`src/rtl/vx_rsp_demux_pkg.sv`:
```
// Shared types and constants for the response demultiplexer.
// The optional stall counter is enabled by defining RSP_DEMUX_PERF_EN.
package vx_rsp_demux_pkg;

    typedef enum logic [1:0] {
        EMPTY = 2'd0,
        ONE   = 2'd1,
        FULL  = 2'd2
    } slot_state_e;

    localparam int PERF_CNT_W = 32;

endpackage

```
`src/rtl/vx_rsp_demux_slot.sv`:
```
// Two-entry elastic slot: a registered output stage plus a skid register,
// so that the producer can run at full rate with no combinational ready path.
module vx_rsp_demux_slot
    import vx_rsp_demux_pkg::*;
#(
    parameter int DATAW = 32
) (
    input  logic             clk,
    input  logic             reset,
    input  logic             push,
    input  logic [DATAW-1:0] push_data,
    output logic             full,
    output logic             valid,
    output logic [DATAW-1:0] data,
    input  logic             ready
);

    slot_state_e      state;
    logic [DATAW-1:0] skid;
    logic             pop;

    assign valid = (state != EMPTY);
    assign full  = (state == FULL);
    assign pop   = valid && ready;

    // NOTE: state and payload registers use non-blocking assignments so every
    // register samples the pre-edge values; blocking here would create
    // order-dependent races between the output stage and the skid.
    // NOTE: the payload registers are reset as well because the output slice
    // must read zero after reset, not whatever was left over.
    always_ff @(posedge clk or posedge reset) begin
        if (reset) begin
            state <= EMPTY;
            data  <= '0;
            skid  <= '0;
        end else begin
            unique case (state)
                EMPTY: begin
                    if (push) begin
                        state <= ONE;
                        data  <= push_data;
                    end
                end
                ONE: begin
                    if (push && pop) begin
                        data <= push_data;
                    end else if (push) begin
                        skid  <= push_data;
                        state <= FULL;
                    end else if (pop) begin
                        state <= EMPTY;
                    end
                end
                FULL: begin
                    // The top never pushes a FULL slot, so only a pop can move it.
                    if (pop) begin
                        data  <= skid;
                        state <= ONE;
                    end
                end
                default: state <= EMPTY;
            endcase
        end
    end

endmodule

```
`src/rtl/vx_rsp_demux.sv`:
```
// Routes a tagged response stream back to NUM_REQS requesters, one elastic
// slot each. Defining RSP_DEMUX_PERF_EN adds the perf_stalls counter port.
module vx_rsp_demux
    import vx_rsp_demux_pkg::*;
#(
    parameter int NUM_REQS     = 4,
    parameter int DATAW        = 32,
    parameter int LOG_NUM_REQS = (NUM_REQS > 1) ? $clog2(NUM_REQS) : 1
) (
    input  logic                      clk,
    input  logic                      reset,
    input  logic                      valid_in,
    input  logic [DATAW-1:0]          data_in,
    input  logic [LOG_NUM_REQS-1:0]   sel_in,
    output logic                      ready_in,
    output logic [NUM_REQS-1:0]       valid_out,
    output logic [NUM_REQS*DATAW-1:0] data_out,
    input  logic [NUM_REQS-1:0]       ready_out
`ifdef RSP_DEMUX_PERF_EN
    ,
    output logic [PERF_CNT_W-1:0]     perf_stalls
`endif
);

    logic [NUM_REQS-1:0] hit;
    logic [NUM_REQS-1:0] full;
    logic [NUM_REQS-1:0] push;
    logic                sel_ok;
    logic                fire_in;

    // NOTE: hit gets a full default before the loop so no bit is ever left
    // unassigned on some path, which would otherwise infer a latch.
    always_comb begin
        hit = '0;
        for (int i = 0; i < NUM_REQS; i++) begin
            hit[i] = (NUM_REQS == 1) || (sel_in == LOG_NUM_REQS'(i));
        end
    end

    // An out-of-range select hits no slot: ready stays high and the beat is dropped.
    assign sel_ok   = |hit;
    assign ready_in = ~|(hit & full);
    assign fire_in  = valid_in && ready_in;
    assign push     = hit & {NUM_REQS{fire_in}};

    for (genvar i = 0; i < NUM_REQS; i++) begin : g_slot
        vx_rsp_demux_slot #(
            .DATAW (DATAW)
        ) slot (
            .clk       (clk),
            .reset     (reset),
            .push      (push[i]),
            .push_data (data_in),
            .full      (full[i]),
            .valid     (valid_out[i]),
            .data      (data_out[i*DATAW +: DATAW]),
            .ready     (ready_out[i])
        );
    end

    always @(posedge clk) begin
        if (!reset && valid_in) begin
            assert (sel_ok);
        end
    end

`ifdef RSP_DEMUX_PERF_EN
    logic [PERF_CNT_W-1:0] perf_cnt;

    always_ff @(posedge clk or posedge reset) begin
        if (reset) begin
            perf_cnt <= '0;
        end else if (valid_in && !ready_in && (perf_cnt != '1)) begin
            perf_cnt <= perf_cnt + PERF_CNT_W'(1);
        end
    end

    assign perf_stalls = perf_cnt;
`else
    // Without the perf option the stall condition is not observed at all.
`endif

endmodule

```
`config.mk`:
```
export PLATFORM = sky130hd
export DESIGN_NAME = vx_rsp_demux
export DESIGN_NICKNAME = d
export VERILOG_FILES = /design/src/rtl/vx_rsp_demux_pkg.sv /design/src/rtl/vx_rsp_demux_slot.sv /design/src/rtl/vx_rsp_demux.sv
export SDC_FILE = /design/constraint.sdc
export NUM_CORES = 1
export LEC_CHECK = 0
export ABC_AREA = 1
export ABC_CLOCK_PERIOD_IN_PS = 2900
export CORE_ASPECT_RATIO = 0.5
export CORE_MARGIN = 2
export CORE_UTILIZATION = 40
export CTS_CLUSTER_SIZE = 40
export DETAILED_ROUTE_END_ITERATION = 6
export SKIP_CTS_REPAIR_TIMING = 1
export SLEW_MARGIN = 20
export SYNTH_ARGS = -nofsm -noshare
export SYNTH_HDL_FRONTEND = slang
export SYNTH_HIERARCHICAL = 1
export SYNTH_SLANG_ARGS = --single-unit
```
`constraint.sdc`:
```
create_clock -name clk -period 2.9 [get_ports clk]
set_input_delay 0.58 -clock clk [delete_from_list [all_inputs] [get_ports clk]]
set_output_delay 0.58 -clock clk [all_outputs]
set_load 0.01 [all_outputs]
```
==> impl_metrics.json, run 1 <==
{
  "clk-insertion-delay-late_ns": 0.54,
  "final_util_pct": 50.5,
  "htreeDepth": 1,
  "hold_viol": 0,
  "grt_usage_pct": 23.3,
  "rows": 45,
  "crit_path_end_kind": "output port",
  "synth.top_cell.area_share_pct": 52.9,
  "clockBufferDepth": 3,
  "start_kind": "flip-flop",
  "clockRootBuffer": "clkbuf_16",
  "worst_slew_pin_slew_ns": 0.672,
  "dpl_cell_area_um2": 14600,
  "critPathKind": "flip-flop to output port",
  "worstHoldStart": "g_slot[0].slot/data[1]",
  "first_global_vias": 10500,
  "port_buffers": 173,
  "pin_count": 174,
  "drc_errors": 0,
  "p_sw_mw": 6.10,
  "period_share_pct": 94.7,
  "crit_fanout": 34,
  "dr.first_iter.drc_count": 919,
  "synth_top_family_by_area": "simple AND/OR/NAND/NOR gates",
  "synth_nets": 1636,
  "final_max_slew_viol_count": 0,
  "grt_overflow": 0,
  "crit_start": "g_slot[1].slot/state[1]",
  "core_um2": 30500,
  "die_y_um": 129,
  "cellLeakagePower_nw": 8.22,
  "syn_inst": 1595,
  "finalPower_mw": 16.3,
  "synth_area_um2": 12500,
  "post-route-min-period_ns": 2.75,
  "r2r-end": "g_slot[0].slot/data[19]",
  "synth_cell_types": 18,
  "final_cell_mix": "nand2_1 (646), dfrtp_1 (263), nand3_1 (259)",
  "synth-simple-area-share_pct": 32.6,
  "start_util_pct": 40.9,
  "arrival_ns": 2.17,
  "synth_compound_area_share_pct": 5.45,
  "layout_commonest_cell": "nand2_1",
  "synth_seq_cells": 264,
  "die_x_um": 254,
  "synth_area_leader_cell": "dfrtp_1",
  "fmax_mhz": 364,
  "ff2ff_path_depth": 12,
  "drv_cap": 0,
  "tns_ns": 0,
  "avgViaCountPerCell": 5.04,
  "switching_share_pct": 37.5,
  "seqPwrFrac_pct": 39.6,
  "stdcell_area_um2": 15400,
  "die_area_um2": 32700,
  "firstDrtPassIters": 5,
  "status": "complete, no violations",
  "cts_tree": "yes",
  "min_to": "g_slot[0].slot/data[1]",
  "powerDensity_nw_per_um2": 1060,
  "antenna_found_initial": 0,
  "yosys-top-cells-area": "dfrtp_1 (53%), nand2_1 (19%), nand3_1 (10%)",
  "syn2layout_area_growth_pct": 23.4,
  "globalplace.congestion": 0.803,
  "synth_fa_ha_area_share_pct": 0,
  "p_int_mw": 10.2,
  "fillCellCount": 2952,
  "clock_skew_ns": 0.00957,
  "rsz0062_at_grt": "false",
  "numCtsBuffers": 27,
  "pwr-share-clk_pct": 20.7,
  "cts_sinks": 264,
  "hp-class": "flip-flop to flip-flop",
  "setup_violations": 0,
  "holdPathStages": 2,
  "r2r_slack_ns": 0.56,
  "slew_headroom_pct": 55.1,
  "drive_above_1_share_pct": 7.15,
  "ys_warn_count": 6,
  "grt_max_degree": 65,
  "num_vias": 11000,
  "wirelength_um": 37800,
  "reg2reg_from": "g_slot[2].slot/state[1]",
  "power_frac_comb_pct": 39.7,
  "synth_xor_xnor_area_share_pct": 0,
  "hpwl_um": 25000,
  "grt_pass1_wl_um": 58800,
  "vdd_drop_max_mv": 0.484,
  "required_ns": 2.32,
  "wl_per_cell_um": 17.4,
  "final_nets": 1773,
  "ys_seq_area_share_pct": 52.9,
  "synth.area.mux_share_pct": 0,
  "antenna_left": 0,
  "clkTransAtPathRegs_ns": 0.06,
  "syn_avg_cell_area_um2": 7.83
}
==> stage by stage <==
stage	hold WS (ns)	std cells	setup slack [ns]
CTS	0.481	2171	0.0619
floorplan	0.454	1595	0.665
global placement	0.466	2126	0.134
global route	0.503	2171	0.0945
finish	0.477	2172	0.155
detailed placement	0.464	2126	0.0952
==> cells by family (layout without fill, tap and decap cells) <==
| kind of cell | Yosys count | in the layout |
|---|---|---|
| compound gates | 136 | 136 |
| buf+inv | 251 | 404 |
| flops | 264 | 264 |
| other cells | 0 | 1 |
| simple gates | 944 | 944 |
==> cell usage after synthesis (all sizes together) <==
cell type	count
nand3	259
inv	151
a21oi	4
o21ai	132
buf	76
nand2	671
nand4	4
clkbuf	24
nor2	6
or2	4
dfrtp	264
==> critical path, stage by stage (launching register included) <==
cell             delay (ns)
dfrtp_1                0.39
buf_4                  0.43
inv_2                  0.13
nand2_2                0.13
clkdlybuf4s50_1        0.55
==> worst max path at each step <==
stage / slack [ns] / end / cells after the start
finish: 0.15 / valid_out[1] / 4
global route: 0.09 / valid_out[1] / 4
CTS: 0.06 / valid_out[2] / 4
detailed placement: 0.1 / g_slot[0].slot/data[26] / 12
global placement: 0.13 / g_slot[0].slot/data[26] / 12
floorplan: 0.67 / g_slot[0].slot/data[0] / 1
==> power groups by stage <==
stage	clock, mW	sequential [mW]	combinational (mW)
finish	3.36	6.44	6.45
floorplan	0	6.63	3.34
global placement	0	6.43	6.32
global route	3.59	6.65	7.16
CTS	3.43	6.44	6.49
detailed placement	0	6.49	6.45
==> final cells by class <==
| type | instances | area, um2 | area share [%] |
|---|---|---|---|
| Antenna cell | 1 | 2.50 | 0.0162 |
| Clock inverter | 6 | 55.1 | 0.357 |
| Clock buffer | 39 | 771 | 5.00 |
| Timing Repair Buffer | 208 | 2120 | 13.8 |
| Sequential cell | 264 | 6610 | 42.9 |
| Tap cell | 423 | 529 | 3.44 |
| Multi-Input combinational cell | 1080 | 4750 | 30.9 |
| Inverter | 151 | 567 | 3.68 |
==> per-layer routing <==
metal | vias to the layer above | share of wire [%] | track usage, % | routed length, um
li1 | 5268 | - | - | -
met1 | 5292 | 46 | 32.8 | 17300
met2 | 326 | 45 | 36.1 | 16900
met3 | 65 | 6.6 | 5.22 | 2490
met4 | 0 | 2.9 | 6.75 | 1110
met5 | - | 0 | 0 | 0
==> registers in the layout, indices dropped and copies added (netlist names) <==
register           count
g_slot.slot/data     128
g_slot.slot/skid     128
g_slot.slot/state      8
(Power assumes the default switching activity.)
==> run 2: changes to the inputs <==
--- a/config.mk
+++ b/config.mk
@@ -12,6 +12,7 @@
 export CORE_UTILIZATION = 40
 export CTS_CLUSTER_SIZE = 40
 export DETAILED_ROUTE_END_ITERATION = 6
+export PLACE_DENSITY = 0.61
 export SKIP_CTS_REPAIR_TIMING = 1
 export SLEW_MARGIN = 20
 export SYNTH_ARGS = -nofsm -noshare
==> run 2 against run 1 <==
Effect of this change:
- maximum frequency down 0.66%
- critical path type unchanged
- combinational power about the same
- worst hold slack about the same
- register-to-register slack better by 0.09 ns
- largest power group unchanged
- highest routed layer unchanged
- routed wire length down 0.88%
- global-route usage down 0.31 points
==> impl_metrics.json, run 2 (synthesis gave the netlist of run 1 again) <==
{
  "status": "complete, no violations",
  "pin_count": 174,
  "critPathBufInv": 3,
  "wirelength_um": 37500,
  "multiInputGateArea_um2": 4750,
  "p_sw_mw": 6.02,
  "crit_path_end_kind": "output port",
  "wl_per_cell_um": 17.3,
  "clock_skew_ns": 0.0137,
  "slowest_stage": "clkdlybuf4s50_1",
  "layout_commonest_cell": "nand2_1",
  "start_kind": "flip-flop",
  "placed_cells": 2126,
  "grt_overflow": 0,
  "r2r_slack_ns": 0.65,
  "r2r-end": "g_slot[1].slot/data[8]",
  "path_depth": 4,
  "clkTransAtPathRegs_ns": 0.06,
  "crit_fanout": 33,
  "stdcell_area_um2": 15300,
  "powerDensity_nw_per_um2": 1040,
  "diodes": 0,
  "crit_family": "buffers and inverters",
  "die_y_um": 129,
  "ff2ff_path_depth": 7,
  "tns_ns": 0,
  "die_x_um": 254,
  "p_int_mw": 9.93,
  "rsz0062_at_grt": "false",
  "ff_latch_area_um2": 6610,
  "arrival_ns": 2.18,
  "drive_above_1_share_pct": 6.78,
  "cellLeakagePower_nw": 8.16,
  "setup_violations": 0,
  "htreeDepth": 1,
  "hpwl_um": 23500,
  "slew_headroom_pct": 55.8,
  "syn2layout_area_growth_pct": 22.6,
  "layout.cells.non_filler": 2164,
  "rows": 45,
  "fillCellCount": 3002,
  "avgViaCountPerCell": 4.97,
  "globalplace.congestion": 0.774,
  "clk-insertion-delay-late_ns": 0.54,
  "clockBufferDepth": 3,
  "die_area_um2": 32700,
  "top_regs": "g_slot.slot/data (128), g_slot.slot/skid (128), g_slot.slot/state (8)",
  "drc_errors": 0,
  "num_vias": 10800,
  "crit_path_cell_trace": "inv_2 > buf_4 > nand2_2 > clkdlybuf4s50_1",
  "finalPower_mw": 16.0,
  "hp-class": "flip-flop to flip-flop",
  "antenna_found_initial": 0,
  "post-route-min-period_ns": 2.76,
  "final_max_slew_viol_count": 0,
  "seqPwrFrac_pct": 40.2,
  "critPathKind": "flip-flop to output port",
  "first_global_vias": 10100,
  "final_nets": 1771,
  "crit_start": "g_slot[1].slot/state[0]",
  "required_ns": 2.32,
  "pwr-share-clk_pct": 19.3,
  "start_util_pct": 40.9,
  "hold_viol": 0,
  "grt_pass1_wl_um": 57900,
  "dpl_cell_area_um2": 14600,
  "numCtsBuffers": 25,
  "antenna_left": 0,
  "period_share_pct": 95.3,
  "port_buffers": 173,
  "power_frac_comb_pct": 40.5,
  "switching_share_pct": 37.7,
  "grt_max_degree": 67,
  "crit_end": "valid_out[1]",
  "grt_usage_pct": 23.0,
  "drv_cap": 0,
  "final_cell_mix": "nand2_1 (646), dfrtp_1 (264), nand3_1 (259)",
  "dr.first_iter.drc_count": 950,
  "cp_slowest_stage_delay_ns": 0.54,
  "worst_slew_pin_slew_ns": 0.661,
  "clockRootBuffer": "clkbuf_16",
  "vdd_drop_max_mv": 0.445,
  "fmax_mhz": 362,
  "cts_tree": "yes",
  "firstDrtPassIters": 6,
  "cts_sinks": 264,
  "reg2reg_from": "g_slot[1].slot/state[0]",
  "core_um2": 30500,
  "whs_ns": 0.477
}
==> run 2: changes by cell type in the layout (fill, tap and decap cells not counted) <==
cell / before / now
dfrtp_2: 1 / 0
diode_2: 1 / 0
bufinv_16: 1 / 0
dfrtp_1: 263 / 264
clkinv_2: 5 / 2
clkbuf_1: 7 / 6
clkbuf_16: 27 / 25
==> run 2: per-stage QoR <==
step                util, %  setup slack [ns]
floorplan                 -             0.665
global placement       47.8             0.224
detailed placement     47.8             0.197
CTS                    50.1             0.156
global route           50.1            0.0826
finish                 50.1             0.137
==> run 2: area by class of cell <==
cell class              count  share of cell area (%)
flip-flops and latches    264                    43.2
clock buffers              36                    4.69
clock inverters             2                  0.0654
inverters                 151                    3.70
multi-input cells        1080                    31.1
repair buffers            208                    13.9
well taps                 423                    3.46
==> run 2: worst min path at each step <==
stage	from	end	slack [ns]	cells past startpoint
floorplan	g_slot[0].slot/skid[0]	g_slot[0].slot/skid[0]	0.45	2
global placement	g_slot[2].slot/data[28]	g_slot[2].slot/data[28]	0.46	2
detailed placement	g_slot[1].slot/data[25]	g_slot[1].slot/data[25]	0.46	2
CTS	g_slot[1].slot/data[25]	g_slot[1].slot/data[25]	0.48	2
global route	g_slot[1].slot/data[14]	g_slot[1].slot/data[14]	0.50	2
finish	g_slot[0].slot/data[18]	g_slot[0].slot/data[18]	0.48	2
==> run 2: worst register-to-register path, delay by kind of cell (launching register included) <==
| kind | cells | cell delay, ns |
|---|---|---|
| buffers and inverters | 2 | 0.49 |
| DFF | 1 | 0.43 |
| and+or+nand+nor | 5 | 1.20 |
==> run 2: power by group through the flow <==
stage / clock [mW] / combinational (mW) / sequential [mW]
finish: 3.09 / 6.46 / 6.41
global route: 3.31 / 7.16 / 6.60
CTS: 3.16 / 6.51 / 6.40
detailed placement: 0 / 6.49 / 6.44
global placement: 0 / 6.37 / 6.43
floorplan: 0 / 3.34 / 6.63
==> run 2: metal layers <==
| layer | routed length [um] | part of all wire [%] | track usage [%] |
|---|---|---|---|
| met2 | 17200 | 46 | 36.7 |
| met1 | 17400 | 47 | 32.9 |
| met3 | 2010 | 5.4 | 4.05 |
| met5 | 0 | 0 | 0 |
| met4 | 794 | 2.1 | 5.09 |
